### src/rtl/cg_iteration_controller.sv
// Iteration sequencer for the conjugate-gradient ALU: arms each iteration, captures r.r,
// applies the convergence / iteration-limit / sanity tests and flips the vector bank.
module cg_iteration_controller #(
    parameter int                         element_width = 32,
    parameter logic [element_width-1:0]   TOLERANCE     = 32'h283424DC,
    parameter int                         MAX_ITER      = 1000,
    parameter int                         ARM_CYCLES    = 2,
    parameter int                         TIMEOUT       = 65536,
    parameter int                         ITER_W        = 16
) (
    input  logic                     clk,
    input  logic                     reset,
    input  logic                     go,
    input  logic [element_width-1:0] rs_new,
    input  logic                     rs_new_valid,
    input  logic                     mul_add3_finish,
    output logic                     reset_vXv1,
    output logic                     reset_mXv1,
    output logic                     bank_sel,
    output logic [ITER_W-1:0]        iter_count,
    output logic                     busy,
    output logic                     done,
    output logic                     converged,
    output logic                     nan_err,
    output logic                     timeout_err
);

    localparam int AC_W = (ARM_CYCLES > 1) ? $clog2(ARM_CYCLES) : 1;
    localparam int WD_W = (TIMEOUT > 1) ? $clog2(TIMEOUT) : 1;
    localparam logic [AC_W-1:0]   ARM_LAST = AC_W'(ARM_CYCLES - 1);
    localparam logic [WD_W-1:0]   WD_LAST  = WD_W'(TIMEOUT - 1);
    localparam logic [ITER_W-1:0] ITER_MAX = ITER_W'(MAX_ITER);

    typedef enum logic [2:0] {S_IDLE, S_ARM, S_RUN, S_CHECK, S_DONE, S_ERROR} state_t;

    state_t                   state_q, state_d;
    logic [AC_W-1:0]          arm_cnt_q, arm_cnt_d;
    logic [WD_W-1:0]          wd_q, wd_d;
    logic [element_width-1:0] rs_q, rs_d;
    logic                     rs_seen_q, rs_seen_d;
    logic                     hold_q, hold_d;
    logic                     bank_q, bank_d;
    logic [ITER_W-1:0]        iter_q, iter_d;
    logic                     busy_q, busy_d;
    logic                     done_q, done_d;
    logic                     conv_q, conv_d;
    logic                     nan_q, nan_d;
    logic                     to_q, to_d;

    // Positive floats order like unsigned integers, so the magnitude bits compare directly.
    logic rs_invalid, rs_le_tol;
    assign rs_invalid = (rs_q[31] && (rs_q[30:0] != 31'd0)) || (rs_q[30:23] == 8'hFF);
    assign rs_le_tol  = (rs_q[30:0] <= TOLERANCE[30:0]);

    always_comb begin
        state_d   = state_q;
        arm_cnt_d = arm_cnt_q;
        wd_d      = wd_q;
        rs_d      = rs_q;
        rs_seen_d = rs_seen_q;
        hold_d    = hold_q;
        bank_d    = bank_q;
        iter_d    = iter_q;
        busy_d    = busy_q;
        done_d    = done_q;
        conv_d    = conv_q;
        nan_d     = nan_q;
        to_d      = to_q;
        case (state_q)
            S_IDLE, S_DONE, S_ERROR: begin
                hold_d = 1'b1;
                if (go) begin
                    state_d   = S_ARM;
                    arm_cnt_d = '0;
                    busy_d    = 1'b1;
                    iter_d    = '0;
                    bank_d    = 1'b0;
                    done_d    = 1'b0;
                    conv_d    = 1'b0;
                    nan_d     = 1'b0;
                    to_d      = 1'b0;
                end
            end
            S_ARM: begin
                if (arm_cnt_q == ARM_LAST) begin
                    state_d   = S_RUN;
                    hold_d    = 1'b0;
                    wd_d      = '0;
                    rs_d      = '0;
                    rs_seen_d = 1'b0;
                end else begin
                    arm_cnt_d = arm_cnt_q + 1'b1;
                end
            end
            S_RUN: begin
                wd_d = wd_q + 1'b1;
                if (rs_new_valid && !rs_seen_q) begin
                    rs_d      = rs_new;
                    rs_seen_d = 1'b1;
                end
                // A finish on the last watchdog cycle still completes the iteration.
                if (mul_add3_finish) begin
                    state_d = S_CHECK;
                    hold_d  = 1'b1;
                end else if (wd_q == WD_LAST) begin
                    state_d = S_ERROR;
                    hold_d  = 1'b1;
                    busy_d  = 1'b0;
                    to_d    = 1'b1;
                end
            end
            S_CHECK: begin
                iter_d = iter_q + 1'b1;
                bank_d = ~bank_q;
                if (!rs_seen_q || rs_invalid) begin
                    state_d = S_ERROR;
                    busy_d  = 1'b0;
                    nan_d   = 1'b1;
                end else if (rs_le_tol) begin
                    state_d = S_DONE;
                    busy_d  = 1'b0;
                    done_d  = 1'b1;
                    conv_d  = 1'b1;
                end else if (iter_q + 1'b1 == ITER_MAX) begin
                    state_d = S_DONE;
                    busy_d  = 1'b0;
                    done_d  = 1'b1;
                end else begin
                    state_d   = S_ARM;
                    arm_cnt_d = '0;
                end
            end
            default: begin
                state_d = S_IDLE;
                hold_d  = 1'b1;
                busy_d  = 1'b0;
            end
        endcase
    end

    always_ff @(posedge clk) begin
        if (reset) begin
            state_q   <= S_IDLE;
            arm_cnt_q <= '0;
            wd_q      <= '0;
            rs_q      <= '0;
            rs_seen_q <= 1'b0;
            hold_q    <= 1'b1;
            bank_q    <= 1'b0;
            iter_q    <= '0;
            busy_q    <= 1'b0;
            done_q    <= 1'b0;
            conv_q    <= 1'b0;
            nan_q     <= 1'b0;
            to_q      <= 1'b0;
        end else begin
            state_q   <= state_d;
            arm_cnt_q <= arm_cnt_d;
            wd_q      <= wd_d;
            rs_q      <= rs_d;
            rs_seen_q <= rs_seen_d;
            hold_q    <= hold_d;
            bank_q    <= bank_d;
            iter_q    <= iter_d;
            busy_q    <= busy_d;
            done_q    <= done_d;
            conv_q    <= conv_d;
            nan_q     <= nan_d;
            to_q      <= to_d;
        end
    end

    assign reset_vXv1  = hold_q;
    assign reset_mXv1  = hold_q;
    assign bank_sel    = bank_q;
    assign iter_count  = iter_q;
    assign busy        = busy_q;
    assign done        = done_q;
    assign converged   = conv_q;
    assign nan_err     = nan_q;
    assign timeout_err = to_q;

endmodule

### config.mk
export PLATFORM = sky130hd
export DESIGN_NAME = cg_iteration_controller
export DESIGN_NICKNAME = d
export VERILOG_FILES = /design/src/rtl/cg_iteration_controller.sv
export SDC_FILE = /design/constraint.sdc
export NUM_CORES = 1
export LEC_CHECK = 0
export ABC_AREA = 1
export BUFFER_PORTS_ARGS = -buffer_cell sky130_fd_sc_hd__buf_2
export CORE_MARGIN = 2
export CORE_UTILIZATION = 35
export DETAILED_ROUTE_END_ITERATION = 8
export GPL_TIMING_DRIVEN = 0
export PLACE_DENSITY = 0.61
export RECOVER_POWER = 50
export SYNTH_ARGS = -nofsm -noshare
export SYNTH_HDL_FRONTEND = slang
export SYNTH_SLANG_ARGS = --single-unit
### constraint.sdc
create_clock -name clk -period 4.72 [get_ports clk]
set_input_delay 0.944 -clock clk [delete_from_list [all_inputs] [get_ports clk]]
set_output_delay 0.944 -clock clk [all_outputs]
set_load 0.05 [all_outputs]
==> results.tsv <==
metric	value	unit
core	10900	um2
synth-compound-area-share	14.7	%
status	finished, final reports clean	
maxCapViolCount	0	
ctsHoldBuffers	0	
drtIter0Drc	231	
clkLatencyLatePin	0.33	ns
rsz0062_at_grt	no	
yosys.area_share.adder	0.634	%
drc	0	
power.switching	0.000652	W
holdCritStartpoint	bank_sel	
start_kind	register	
seqPwrFrac	39.7	%
grt_antenna_before_repair	0	
hold_ws	0.454	ns
swShare	35.5	%
synthMuxAreaShare	0	%
path_buf_inv	1	
gp_congestion	0.883	
grt-ovfl-total	0	
wl_per_cell	12.2	um
nFillCells	1205	
total_power	0.00184	W
crit_chain	clkbuf_1	
layout.nets	722	
peakVddDrop	0.181	mV
power_density	394	nW/um2
cp-end-kind	output port	
synth_area_per_cell	6.44	um2
ys_seq_area_share	38.5	%
arrival	1.24	ns
wl	10100	um
r2r_cells	14	
areaGrowthSynthToFinish	17.9	%
period_share	46.3	%
num_antenna_cells	0	
tightest_slew	0.621	ns
max-slew-margin-rel	58.8	%
antenna_left	0	
numPortBuffers	59	
clkPwrFrac	34.1	%
synth_area_leaders	dfxtp_1 39%, nand2_1 18%, a21oi_1 8.6%	
worstPathMaxFanout	6	
final_common_cell	nand2_1	
r2r-end	busy	
rows	38	
cp_top_family	buffers and inverters	
ys_types	38	
cts_tree	done	
min_period	2.19	ns
finalSetupViolCount	0	
fin_skew	0.00727	ns
synthSimpleGateAreaFrac	36.2	%
synth_top_family_by_area	simple AND/OR/NAND/NOR gates	
yosys.area.top_type_share	38.5	%
die_w	110	um
min_path_cells	1	
vias	4016	
drive_gt1_share	12.2	%
timing.final.hold_violations	0	
cts_buffer_depth	2	
holdPathEnd	bank_sel	
r2r_setup_slack	2.67	ns
yosys_warnings	0	
post_synth_inst_count	613	
hpwlAfterDp	7730	um
final-instance-count-excl-fill	828	
cts_resized	0	
combPwrFrac	26.1	%
firstDrtPassIters	5	
r2r-start	iter_count[0]	
cts_htree_levels	3	
hp-class	reg -> reg	
p_leak	1.76	nW
fin_util	42.6	%
grt_max_degree	14	
final_cell_mix	188 x nand2_1, 77 x nor2_1, 76 x dfxtp_1	
p_int	0.00118	W
grt_pass1_wl	16600	um
place_inst	812	
max_freq	457	MHz
die-height	110	um
critPathKind	reg -> out	
grt.total_usage	17.4	%
grt_pass1_vias	3701	
cp_slowest_cell	clkbuf_1	
fin_tns_setup	0	ns
cts_buffers	9	
cts_num_sinks	76	
vias_per_cell	4.85	
required	3.78	ns
initial_core_util	36.1	%
die-area	12200	um2
cpPeakStageDelay	0.49	ns
clockRootBuffer	clkbuf_16	
syn_nets	652	
cts_setup_buffers	0	
clk_pin_slew	0.06	ns
synth-xor-area-share	1.33	%
ys_seq_elements	76	
synth.largest_area_cell	dfxtp_1	
io_pins	61	
slew_viol_final	0	
synth_area	3950	um2
## cells in the mapped netlist (all sizes together)
master / instances
o22ai: 2
o211ai: 2
nand4: 11
ha: 2
nor2: 86
nand3b: 1
nor3: 6
o21bai: 1
o31ai: 1
or2: 3
xnor2: 1
xor2: 5
a211oi: 2
nand3: 38
inv: 63
buf: 9
clkbuf: 12
a221oi: 3
o2111ai: 1
dfxtp: 76
a22o: 1
a31oi: 1
and3: 1
o21ai: 20
o221ai: 1
a21oi: 68
o221a: 1
nor4: 1
nand2: 193
a22oi: 1
## per-layer routing
layer  track usage (%)  part of all wire (%)  vias to the layer above
met1              21.8                    46                     1799
met4              6.07                   1.3                        0
li1                  -                     -                     2120
met3              3.29                   4.1                       10
met5                 0                     0                        -
met2              29.8                    49                       87
## cell families after synthesis
group	Yosys count
simple gates	340
compound gates	105
buf+inv	84
flops	76
xor+xnor	6
fa+ha+maj	2
## flip-flops by register name, summed over array words and instances, names as in the netlist, 3 cells and up
name	count
iter_count	16
rs_q	32
state_q	3
wd_q	16
## power by group through the flow
stage          clock [W]  sequential (W)  combinational [W]
6_report        0.000627        0.000730           0.000480
5_1_grt         0.000674        0.000736           0.000540
4_1_cts         0.000642        0.000730           0.000490
3_5_place_dp           0        0.000743           0.000487
3_3_place_gp           0        0.000742           0.000481
2_1_floorplan          0        0.000786           0.000313
## through the flow
stage	setup slack, ns	instance area (um2)
floorplan	2.55	3950
global placement	2.46	4420
detailed placement	2.41	4420
CTS	2.65	4690
global route	2.42	4660
finish	2.53	4660
## cell type report
type	count	area, um2	share of cell area, %
Clock inverter	6	41.3	0.887
Multi-Input combinational cell	453	2090	44.8
Timing Repair Buffer	59	270	5.80
Buffer	21	96.3	2.07
Sequential cell	76	1520	32.7
Inverter	63	236	5.08
Tap cell	140	175	3.76
Clock buffer	10	229	4.92
## worst register-to-register path: stages (launching register included)
cell and delay [ns]:
dfxtp_1 0.40, ha_1 0.27, nand3_2 0.15, nor2_4 0.18, nand2_1 0.07, nand2_1 0.06, nand2_1 0.06, nor2_1 0.11
nand2_1 0.08, nor2_2 0.16, nand2_2 0.09, nand3_1 0.13, nand3_1 0.09, nand2_1 0.07, nor2_1 0.03
## worst max path at each step
| stage | cells after the start | to | start |
|---|---|---|---|
| 2_1_floorplan | 13 | state_q[0] | iter_count[0] |
| 3_3_place_gp | 7 | rs_q[25] | rs_new_valid |
| 3_5_place_dp | 7 | rs_q[30] | rs_new_valid |
| 4_1_cts | 14 | busy | iter_count[0] |
| 5_1_grt | 14 | state_q[0] | iter_count[0] |
| 6_report | 1 | iter_count[12] | iter_count[12] |
Note: power is estimated with default switching activity, not from simulation.
